==> src/rtl/dram_arbiter_if.sv <==
// Bus bundle between the CPU/VGA requesters, the DRAM controller and the arbiter.
// Handshakes: cpu_req/vga_req are levels held until a one-cycle ack; dram_refresh_data starts an access and dram_data_ready reports the controller idle/done.
interface dram_arbiter_if;
  logic        cpu_req;
  logic        cpu_write_en;
  logic [24:0] cpu_addr;
  logic [15:0] cpu_data_in;
  logic        cpu_ack;
  logic [15:0] cpu_read_data;
  logic        vga_req;
  logic [24:0] vga_addr;
  logic        vga_ack;
  logic        dram_data_ready;
  logic [15:0] dram_read_data;
  logic        dram_refresh_data;
  logic [24:0] dram_addr;
  logic        dram_write_en;
  logic        dram_burst_en;
  logic [15:0] dram_data_in;
  logic        timeout_err;
  logic [2:0]  fsm_state;

  modport master (
    output cpu_req, cpu_write_en, cpu_addr, cpu_data_in,
    output vga_req, vga_addr,
    output dram_data_ready, dram_read_data,
    input  cpu_ack, cpu_read_data, vga_ack,
    input  dram_refresh_data, dram_addr, dram_write_en, dram_burst_en, dram_data_in,
    input  timeout_err, fsm_state
  );

  modport slave (
    input  cpu_req, cpu_write_en, cpu_addr, cpu_data_in,
    input  vga_req, vga_addr,
    input  dram_data_ready, dram_read_data,
    output cpu_ack, cpu_read_data, vga_ack,
    output dram_refresh_data, dram_addr, dram_write_en, dram_burst_en, dram_data_in,
    output timeout_err, fsm_state
  );
endinterface

==> src/rtl/dram_arbiter.sv <==
// Arbitrates CPU word accesses and VGA 32-word burst reads onto one DRAM controller.
// Build option DRAM_ARB_VGA_PRIO_EN: VGA wins every tie; otherwise ties alternate round-robin.
module dram_arbiter (
  input logic           clk,
  input logic           rst,
  dram_arbiter_if.slave bus
);
  localparam logic [2:0] S_IDLE   = 3'd0;
  localparam logic [2:0] S_ISSUE  = 3'd1;
  localparam logic [2:0] S_SETTLE = 3'd2;
  localparam logic [2:0] S_WAIT   = 3'd3;
  localparam logic [2:0] S_DONE   = 3'd4;

  localparam logic       OWN_CPU    = 1'b0;
  localparam logic       OWN_VGA    = 1'b1;
  localparam logic [7:0] WAIT_LIMIT = 8'd255;

  logic [2:0]  state;
  logic        owner;
  logic [7:0]  wait_cnt;
  logic        grant_vga;
  logic        refresh_q;
  logic        write_en_q;
  logic        burst_en_q;
  logic        cpu_ack_q;
  logic        vga_ack_q;
  logic        timeout_q;
  logic [24:0] addr_q;
  logic [15:0] data_in_q;
  logic [15:0] read_data_q;
`ifndef DRAM_ARB_VGA_PRIO_EN
  logic        last_grant;
`endif

  // Owner chosen for a grant taken this cycle; only meaningful in IDLE.
  always_comb begin
    grant_vga = bus.vga_req;
    if (bus.cpu_req && bus.vga_req) begin
`ifdef DRAM_ARB_VGA_PRIO_EN
      grant_vga = OWN_VGA;
`else
      grant_vga = (last_grant == OWN_CPU);
`endif
    end
  end

  always_ff @(posedge clk) begin
    if (!rst) begin
      state       <= S_IDLE;
      owner       <= OWN_CPU;
      wait_cnt    <= 8'd0;
      refresh_q   <= 1'b0;
      write_en_q  <= 1'b0;
      burst_en_q  <= 1'b0;
      cpu_ack_q   <= 1'b0;
      vga_ack_q   <= 1'b0;
      timeout_q   <= 1'b0;
      addr_q      <= 25'd0;
      data_in_q   <= 16'd0;
      read_data_q <= 16'd0;
`ifndef DRAM_ARB_VGA_PRIO_EN
      last_grant  <= OWN_VGA;
`endif
    end else begin
      refresh_q <= 1'b0;
      cpu_ack_q <= 1'b0;
      vga_ack_q <= 1'b0;
      case (state)
        S_IDLE: begin
          if (bus.dram_data_ready && (bus.cpu_req || bus.vga_req)) begin
            state     <= S_ISSUE;
            owner     <= grant_vga;
            refresh_q <= 1'b1;
            wait_cnt  <= 8'd0;
`ifndef DRAM_ARB_VGA_PRIO_EN
            last_grant <= grant_vga;
`endif
            if (grant_vga == OWN_VGA) begin
              addr_q     <= bus.vga_addr;
              write_en_q <= 1'b0;
              burst_en_q <= 1'b1;
            end else begin
              addr_q     <= bus.cpu_addr;
              write_en_q <= bus.cpu_write_en;
              burst_en_q <= 1'b0;
              data_in_q  <= bus.cpu_data_in;
            end
          end
        end
        S_ISSUE: state <= S_SETTLE;
        // The controller may still report ready from the previous access here.
        S_SETTLE: begin
          state    <= S_WAIT;
          wait_cnt <= 8'd0;
        end
        S_WAIT: begin
          wait_cnt <= wait_cnt + 8'd1;
          if (bus.dram_data_ready || (wait_cnt == WAIT_LIMIT - 8'd1)) begin
            state     <= S_DONE;
            cpu_ack_q <= (owner == OWN_CPU);
            vga_ack_q <= (owner == OWN_VGA);
            if (!bus.dram_data_ready) begin
              timeout_q <= 1'b1;
            end else if ((owner == OWN_CPU) && !write_en_q) begin
              read_data_q <= bus.dram_read_data;
            end
          end
        end
        S_DONE:  state <= S_IDLE;
        default: state <= S_IDLE;
      endcase
    end
  end

  assign bus.dram_refresh_data = refresh_q;
  assign bus.dram_addr         = addr_q;
  assign bus.dram_write_en     = write_en_q;
  assign bus.dram_burst_en     = burst_en_q;
  assign bus.dram_data_in      = data_in_q;
  assign bus.cpu_ack           = cpu_ack_q;
  assign bus.vga_ack           = vga_ack_q;
  assign bus.cpu_read_data     = read_data_q;
  assign bus.timeout_err       = timeout_q;
  assign bus.fsm_state         = state;
endmodule

==> src/flat_wrapper.sv <==
// flat-port wrapper written by rule: the top's interface ports become plain ports
module dram_arbiter_flat 
  (clk, rst, bus_cpu_req, bus_cpu_write_en, bus_cpu_addr, bus_cpu_data_in, bus_vga_req, bus_vga_addr, bus_dram_data_ready, bus_dram_read_data, bus_cpu_ack, bus_cpu_read_data, bus_vga_ack, bus_dram_refresh_data, bus_dram_addr, bus_dram_write_en, bus_dram_burst_en, bus_dram_data_in, bus_timeout_err, bus_fsm_state);
  dram_arbiter_if bus_i ();
  input logic clk;
  input logic rst;
  input wire logic [$bits(bus_i.cpu_req)-1:0] bus_cpu_req;
  input wire logic [$bits(bus_i.cpu_write_en)-1:0] bus_cpu_write_en;
  input wire logic [$bits(bus_i.cpu_addr)-1:0] bus_cpu_addr;
  input wire logic [$bits(bus_i.cpu_data_in)-1:0] bus_cpu_data_in;
  input wire logic [$bits(bus_i.vga_req)-1:0] bus_vga_req;
  input wire logic [$bits(bus_i.vga_addr)-1:0] bus_vga_addr;
  input wire logic [$bits(bus_i.dram_data_ready)-1:0] bus_dram_data_ready;
  input wire logic [$bits(bus_i.dram_read_data)-1:0] bus_dram_read_data;
  output wire logic [$bits(bus_i.cpu_ack)-1:0] bus_cpu_ack;
  output wire logic [$bits(bus_i.cpu_read_data)-1:0] bus_cpu_read_data;
  output wire logic [$bits(bus_i.vga_ack)-1:0] bus_vga_ack;
  output wire logic [$bits(bus_i.dram_refresh_data)-1:0] bus_dram_refresh_data;
  output wire logic [$bits(bus_i.dram_addr)-1:0] bus_dram_addr;
  output wire logic [$bits(bus_i.dram_write_en)-1:0] bus_dram_write_en;
  output wire logic [$bits(bus_i.dram_burst_en)-1:0] bus_dram_burst_en;
  output wire logic [$bits(bus_i.dram_data_in)-1:0] bus_dram_data_in;
  output wire logic [$bits(bus_i.timeout_err)-1:0] bus_timeout_err;
  output wire logic [$bits(bus_i.fsm_state)-1:0] bus_fsm_state;
  assign bus_i.cpu_req = bus_cpu_req;
  assign bus_i.cpu_write_en = bus_cpu_write_en;
  assign bus_i.cpu_addr = bus_cpu_addr;
  assign bus_i.cpu_data_in = bus_cpu_data_in;
  assign bus_i.vga_req = bus_vga_req;
  assign bus_i.vga_addr = bus_vga_addr;
  assign bus_i.dram_data_ready = bus_dram_data_ready;
  assign bus_i.dram_read_data = bus_dram_read_data;
  assign bus_cpu_ack = bus_i.cpu_ack;
  assign bus_cpu_read_data = bus_i.cpu_read_data;
  assign bus_vga_ack = bus_i.vga_ack;
  assign bus_dram_refresh_data = bus_i.dram_refresh_data;
  assign bus_dram_addr = bus_i.dram_addr;
  assign bus_dram_write_en = bus_i.dram_write_en;
  assign bus_dram_burst_en = bus_i.dram_burst_en;
  assign bus_dram_data_in = bus_i.dram_data_in;
  assign bus_timeout_err = bus_i.timeout_err;
  assign bus_fsm_state = bus_i.fsm_state;
  dram_arbiter u_core (.clk(clk), .rst(rst), .bus(bus_i));
endmodule
==> config.mk <==
export PLATFORM = sky130hd
export DESIGN_NAME = dram_arbiter_flat
export DESIGN_NICKNAME = d
export VERILOG_FILES = /design/src/rtl/dram_arbiter_if.sv /design/src/rtl/dram_arbiter.sv /design/src/flat_wrapper.sv
export SDC_FILE = /design/constraint.sdc
export NUM_CORES = 1
export LEC_CHECK = 0
export BUFFER_PORTS_ARGS = -buffer_cell sky130_fd_sc_hd__buf_2
export CORE_UTILIZATION = 41
export CTS_CLUSTER_DIAMETER = 50
export DETAILED_ROUTE_END_ITERATION = 8
export PLACE_DENSITY = 0.76
export SYNTH_ARGS = -nofsm -noshare
export SYNTH_HDL_FRONTEND = slang
export SYNTH_SLANG_ARGS = --single-unit
==> constraint.sdc <==
create_clock -name clk -period 1.5 [get_ports clk]
set_input_delay 0.15 -clock clk [delete_from_list [all_inputs] [get_ports clk]]
set_output_delay 0.15 -clock clk [all_outputs]
set_load 0.02 [all_outputs]
==> results of run 1 <==
repair_timing:
action / CTS / global route
setup endpoints to repair: 0 / 53
resized for setup: 0 / 19
buffers inserted: 0 / 3
hold buffers: 0 / 0
worst max-delay path, stage by stage (launching register included):
cell	delay, ns
dfxtp_4	0.38
nor4b_4	0.38
o21a_2	0.27
buf_12	0.15
o21ai_0	0.09
a21oi_1	0.13
state kept, by name, indices dropped and copies added (netlist names):
register / cells
u_core.bus.cpu_ack: 1
u_core.bus.cpu_read_data: 16
u_core.bus.dram_addr: 25
u_core.bus.dram_burst_en: 1
u_core.bus.dram_data_in: 16
u_core.bus.dram_refresh_data: 1
u_core.bus.dram_write_en: 1
u_core.bus.fsm_state: 3
u_core.bus.timeout_err: 1
u_core.bus.vga_ack: 1
u_core.last_grant: 1
u_core.wait_cnt: 8
cells by family (layout without fill, tap and decap cells):
| logic type | Yosys count | after routing |
|---|---|---|
| mux | 16 | 16 |
| compound gates | 118 | 118 |
| flops | 75 | 75 |
| buf+inv | 25 | 185 |
| fa+ha+maj | 2 | 2 |
| simple gates | 90 | 90 |
where the power goes:
group / switching, uW / leakage, uW / total [uW] / internal [uW]
registers: 62.4 / 0.000613 / 2170 / 2100
clock network: 721 / 0.0000991 / 1530 / 806
logic: 465 / 0.00129 / 801 / 336
metrics by stage:
stage | hold WS [ns] | setup slack [ns] | cell area, um2 | setup TNS [ns]
2_1_floorplan | 0.2849 | 0.002655 | 3018 | 0
3_3_place_gp | 0.3931 | 0.08433 | 3905 | 0
3_5_place_dp | 0.3965 | 0.01967 | 3905 | 0
4_1_cts | 0.02700 | 0.01548 | 4099 | 0
5_1_grt | 0.04676 | -0.02891 | 4173 | -0.1815
6_report | 0.04336 | 0.04847 | 4173 | 0
how the worst max path moves through the flow:
stage | endpoint | slack [ns] | start | cells after the start
3_3_place_gp | u_core.bus.dram_burst_en | 0.08 | u_core.bus.fsm_state[2] | 4
4_1_cts | u_core.bus.cpu_read_data[9] | 0.02 | u_core.bus.fsm_state[0] | 5
3_5_place_dp | u_core.bus.cpu_read_data[9] | 0.02 | u_core.bus.fsm_state[0] | 5
6_report | u_core.bus.dram_addr[18] | 0.05 | u_core.bus.fsm_state[1] | 5
5_1_grt | u_core.bus.dram_addr[17] | -0.03 | u_core.bus.fsm_state[1] | 5
2_1_floorplan | u_core.bus.cpu_read_data[10] | 0.003 | u_core.bus.fsm_state[0] | 6
cell usage after synthesis:
master and n:
and3_1 1, nand3_1 3, nand4b_1 1, o21a_2 1
inv_1 2, nor4b_4 1, a21oi_1 31, a41o_1 1
and4_1 1, o21ai_0 32, a31oi_1 1, a21oi_2 1
nand2_1 40, a21boi_1 10, buf_4 3, nor2b_1 19
nand3_4 1, ha_1 2, dfxtp_1 75, clkbuf_1 8
nand3b_1 1, or3_1 2, o31ai_1 4, o21a_1 2
nand4_1 3, nor3_1 1, nand3b_2 1, nor2_1 3
buf_2 11, and3b_1 2, nand2b_1 3, a21boi_0 10
mux2i_1 16, nor3b_1 1, or4_1 4, o22ai_1 25
buf_6 1, and2_1 2
per-layer routing:
layer  vias to the layer above  routed length, um  part of all wire, %  global-route usage (%)
met5                         -                  0                    0                       0
met4                         0                140                  1.8                   9.389
met3                        12                506                  6.4                   4.807
met2                       108               3894                   49                   35.94
met1                      1369               3345                   42                   24.08
li1                       1480                  -                    -                       -
final cells by class:
| cell class | instances | area, um2 | share of cell area, % |
|---|---|---|---|
| well taps | 96 | 120.1 | 2.879 |
| repair buffers | 167 | 928.4 | 22.25 |
| inverters | 2 | 7.507 | 0.1799 |
| flip-flops and latches | 75 | 1506 | 36.10 |
| multi-input cells | 226 | 1416 | 33.94 |
| clock buffers | 11 | 141.4 | 3.388 |
| clock inverters | 5 | 52.55 | 1.259 |
==> flow_summary_export.csv, run 1 <==
group,metric,value,unit
die,io_pins,154,
drt,vias,2969,
synth,synth_xor_area_share,0,%
timing,drv_slew,0,
power,peakVddDrop,492.1,uV
setup_path,r2r_slack,0.05,ns
timing,relSlewSlack,78.54,%
finish,n_antenna_cell,0,
synth,synth_area_leaders,"dfxtp_1 50%, mux2i_1 5.3%, o21ai_0 5.3%",
synth,synth_top_family_by_area,"compound AO/OA/AOI/OAI gates",
setup_path,required,1.77,ns
synth,synth_top_area_cell,"dfxtp_1",
timing,worst_pin_slew,0.3186,ns
hold_path,min_to,"u_core.bus.dram_data_in[11]",
drt,routed_wirelength,7.886,mm
synth,yosysSeqAreaShare,49.79,%
hold_path,hp-class,"in2reg",
drt,antenna_left,0,
placement,dp_hpwl,5.744,mm
finish,layout-drive-gt1-share,39.71,%
synth,yosys.area_share.simple,16.64,%
timing,finalHoldViolCount,0,
global_routing,antenna_found_initial,0,
placement,routabilityCongestion,0.7855,
timing,finalSetupViolations,0,
drt,drt-vias-per-instance,5.101,
synth,synth_seq_cells,75,
setup_path,reg2regPathDepth,5,
die,die_area,7702,um2
setup_path,arrival,1.72,ns
setup_path,cp-end-kind,"flip-flop",
placement,dp.cells,563,
timing,period_share,96.77,%
synth,synthAdderAreaFrac,0.8299,%
synth,syn_nets,416,
clock_network,h-tree-depth,3,
global_routing,grt_pass1_vias,2749,
setup_path,reg2reg_from,"u_core.bus.fsm_state[1]",
synth,synth_compound_area_share,23.24,%
finish,layout_commonest_cell,"buf_2",
drt,drt_drc_violations_left,0,
setup_path,cp_max_fo,19,
hold_path,min_path_cells,3,
die,start_util,43.42,%
clock_network,cts_buffers,9,
clock_network,tritoncts,"yes",
setup_path,cp-start-kind,"flip-flop",
global_routing,grt_pass1_wl,12.30,mm
hold_path,holdCritStartpoint,"bus_cpu_data_in[11]",
timing,finalCriticalPeriod,1.452,ns
setup_path,worstSetupPathType,"reg2reg",
finish,fin_util,60.09,%
finish,final_cell_mix,"153 x buf_2, 73 x dfxtp_1, 40 x nand2_1",
timing,rsz0062_at_grt,"yes",
synth,synth.area.mux_share,5.311,%
global_routing,groute.usage.overall,20.65,%
power,p_total,4494,uW
finish,syn2layout_area_growth,38.38,%
die,fp.dieW,87.76,um
setup_path,r2r_end,"u_core.bus.dram_addr[18]",
drt,drt_iter0_drc,88,
drt,dr.pass1.iters,4,
finish,finalNetCount,571,
timing,fmax,0.6889,GHz
timing,finClkSkew,0.007520,ns
clock_network,cts-root-buf,"clkbuf_8",
synth,syn_inst,326,
finish,fillers,631,
clock_network,clock_latency,0.34,ns
power,p_leak,0.002005,uW
global_routing,grt_max_degree,38,
synth,synth_top_area_share,49.79,%
synth,synth.cell_area,3015,um2
die,rows,30,
status,outcome,"completed",
drt,wl_per_cell,13.55,um
clock_network,clk_pin_slew,0.08,ns
global_routing,grt_overflow_total,0,
die,core_region_area,6944,um2
clock_network,clockBufferDepth,2,
die,die_y,87.76,um
synth,ys_types,38,
finish,finalNonFillerCells,582,
clock_network,cts.sink_count,75,
power,p_per_area,1077,nW/um2
placement,io_buffers,153,
synth,synth.avg_cell_area,9.250,um2
synth,yosysWarningCount,0,
job,cap_violations,0,
No activity file was read; power rests on OpenSTA's default activity.
==> run 2, diff against run 1 <==
Settings changed: GPL_TIMING_DRIVEN from default to 0, PLACE_DENSITY 0.76 to 0.77.
==> run 2 against run 1 <==
Global-route usage is 0.31 points higher. Maximum frequency rose by 1.4%. Clock power rose by 7%. Final cell count increased by 1.9%. Hold slack got worse by 0.0024 ns. Sequential share of layout area about the same. Combinational power decreased by 1%. Core utilization is 0.054 points higher. Die area is the same. Critical path type unchanged.
==> flow_summary_export.csv, run 2 (synthesis gave the netlist of run 1 again) <==
group,metric,value,unit
clock_network,cts_buffers,9,
setup_path,required,1.72,ns
global_routing,grt.met3_usage,4.336,%
finish,finalNetCount,583,
timing,setup_slack,0.06822,ns
die,core_region_area,6944,um2
timing,period_share,95.45,%
timing,rsz0062_at_grt,"yes",
timing,finClkSkew,0.006414,ns
global_routing,antenna_found_initial,0,
setup_path,crit_slowest_cell,"dfxtp_4",
clock_network,cts-root-buf,"clkbuf_8",
setup_path,critPathTopFamily,"buffers and inverters",
setup_path,reg2regPathDepth,5,
hold_path,min_path_cells,3,
finish,fillers,626,
drt,drt_drc_violations_left,0,
global_routing,grt_most_used_layer,"met2",
clock_network,clock_latency,0.34,ns
die,die_area,7702,um2
timing,worst_pin_slew,0.4409,ns
die,die_y,87.76,um
setup_path,cp.depth,5,
status,outcome,"completed",
global_routing,grt_pass1_wl,12.52,mm
finish,syn2layout_area_growth,38.51,%
finish,layout_commonest_cell,"buf_2",
finish,final_cell_mix,"159 x buf_2, 72 x dfxtp_1, 40 x nand2_1",
die,start_util,43.42,%
setup_path,path_buf_inv,3,
setup_path,cp-end-kind,"flip-flop",
clock_network,clk_pin_slew,0.08,ns
clock_network,h-tree-depth,3,
timing,fin_tns_setup,0,ns
drt,routed_wirelength,8.051,mm
placement,pre_cts_ws,-0.1165,ns
timing,finalSetupViolations,0,
die,io_pins,154,
clock_network,cts.sink_count,75,
placement,dp.cells,575,
finish,largest_reg_flops,25,
drt,dr.pass1.iters,6,
drt,vias,3018,
die,rows,30,
global_routing,met2_usage,36.93,%
power,peakVddDrop,572.5,uV
timing,drv_slew,0,
timing,relSlewSlack,70.60,%
setup_path,cp-start-kind,"flip-flop",
finish,n_antenna_cell,0,
clock_network,clockBufferDepth,2,
global_routing,met1_usage,24.39,%
power,p_leak,0.002022,uW
finish,fin_util,60.14,%
setup_path,critPathMaxStageDelay,0.38,ns
setup_path,worstPathCellList,"nor4b_4 -> buf_6 -> buf_4 -> buf_2 -> a21oi_1",
job,cap_violations,0,
drt,drt_iter0_drc,61,
clock_network,tritoncts,"yes",
placement,routabilityCongestion,0.7981,
global_routing,grt_pass1_vias,2786,
timing,finalHoldViolCount,0,
global_routing,groute.usage.overall,20.96,%
timing,fin_hold_ws,0.04094,ns
setup_path,arrival,1.65,ns
setup_path,worstSetupPathType,"reg2reg",
finish,layout-drive-gt1-share,39.24,%
finish,finalNonFillerCells,593,
global_routing,grt_overflow_total,0,
drt,drt-vias-per-instance,5.089,
drt,antenna_left,0,
global_routing,grt_max_degree,17,
die,fp.dieW,87.76,um
placement,io_buffers,153,
placement,dp_hpwl,6.008,mm
hold_path,hp-class,"in2reg",
setup_path,cp_max_fo,10,
drt,wl_per_cell,13.58,um
timing,fmax,0.6984,GHz
power,p_per_area,1101,nW/um2
timing,finalCriticalPeriod,1.432,ns
==> run 2: tightest hold or removal path, stage by stage <==
cell and delay (ns):
buf_2 0.10, nand2_1 0.04, a21boi_1 0.05
==> run 2: worst paths after layout <==
check,startpoint,end,slack (ns)
setup / recovery,u_core.bus.fsm_state[2],u_core.bus.dram_addr[17],0.07
hold / removal,bus_cpu_data_in[13],u_core.bus.dram_data_in[13],0.04
setup reg to reg,u_core.bus.fsm_state[2],u_core.bus.dram_addr[17],0.07
hold reg to reg,u_core.bus.dram_data_in[14],u_core.bus.dram_data_in[14],0.45
==> run 2: layer usage <==
metal	routed length, um	vias up
met5	0	-
met1	3432	1387
met3	509	14
li1	-	1506
met2	3953	111
met4	154	0
==> run 2: cell type report <==
type	count	area, um2	share of cell area [%]
flip-flops and latches	75	1508	36.10
multi-input cells	226	1399	33.49
repair buffers	158	803.3	19.23
plain buffers	21	132.6	3.176
clock buffers	10	127.6	3.056
well taps	96	120.1	2.876
clock inverters	5	78.83	1.887
inverters	2	7.507	0.1797
==> run 2: where the power goes <==
| group | total [uW] | leakage (uW) | internal (uW) | switching, uW |
|---|---|---|---|---|
| combinational | 791 | 0.00130 | 330 | 461 |
| sequential | 2170 | 0.000613 | 2100 | 68.0 |
| clock | 1640 | 0.000106 | 926 | 713 |
| total | 4600 | 0.00202 | 3360 | 1240 |
==> run 2: what timing repair did <==
item	4_1_cts	5_1_grt
endpoints found under the setup margin	30	35
pin swaps	1	1
buffers inserted	2	3
hold buffers	0	0
resized for setup	6	15
==> run 2: per-stage QoR <==
| stage | cell area [um2] | power, uW |
|---|---|---|
| 3_3_place_gp | 3904 | 2954 |
| 5_1_grt | 4177 | 4811 |
| 2_1_floorplan | 3018 | 2653 |
| 6_report | 4177 | 4600 |
| 3_5_place_dp | 3904 | 2972 |
| 4_1_cts | 4140 | 4611 |
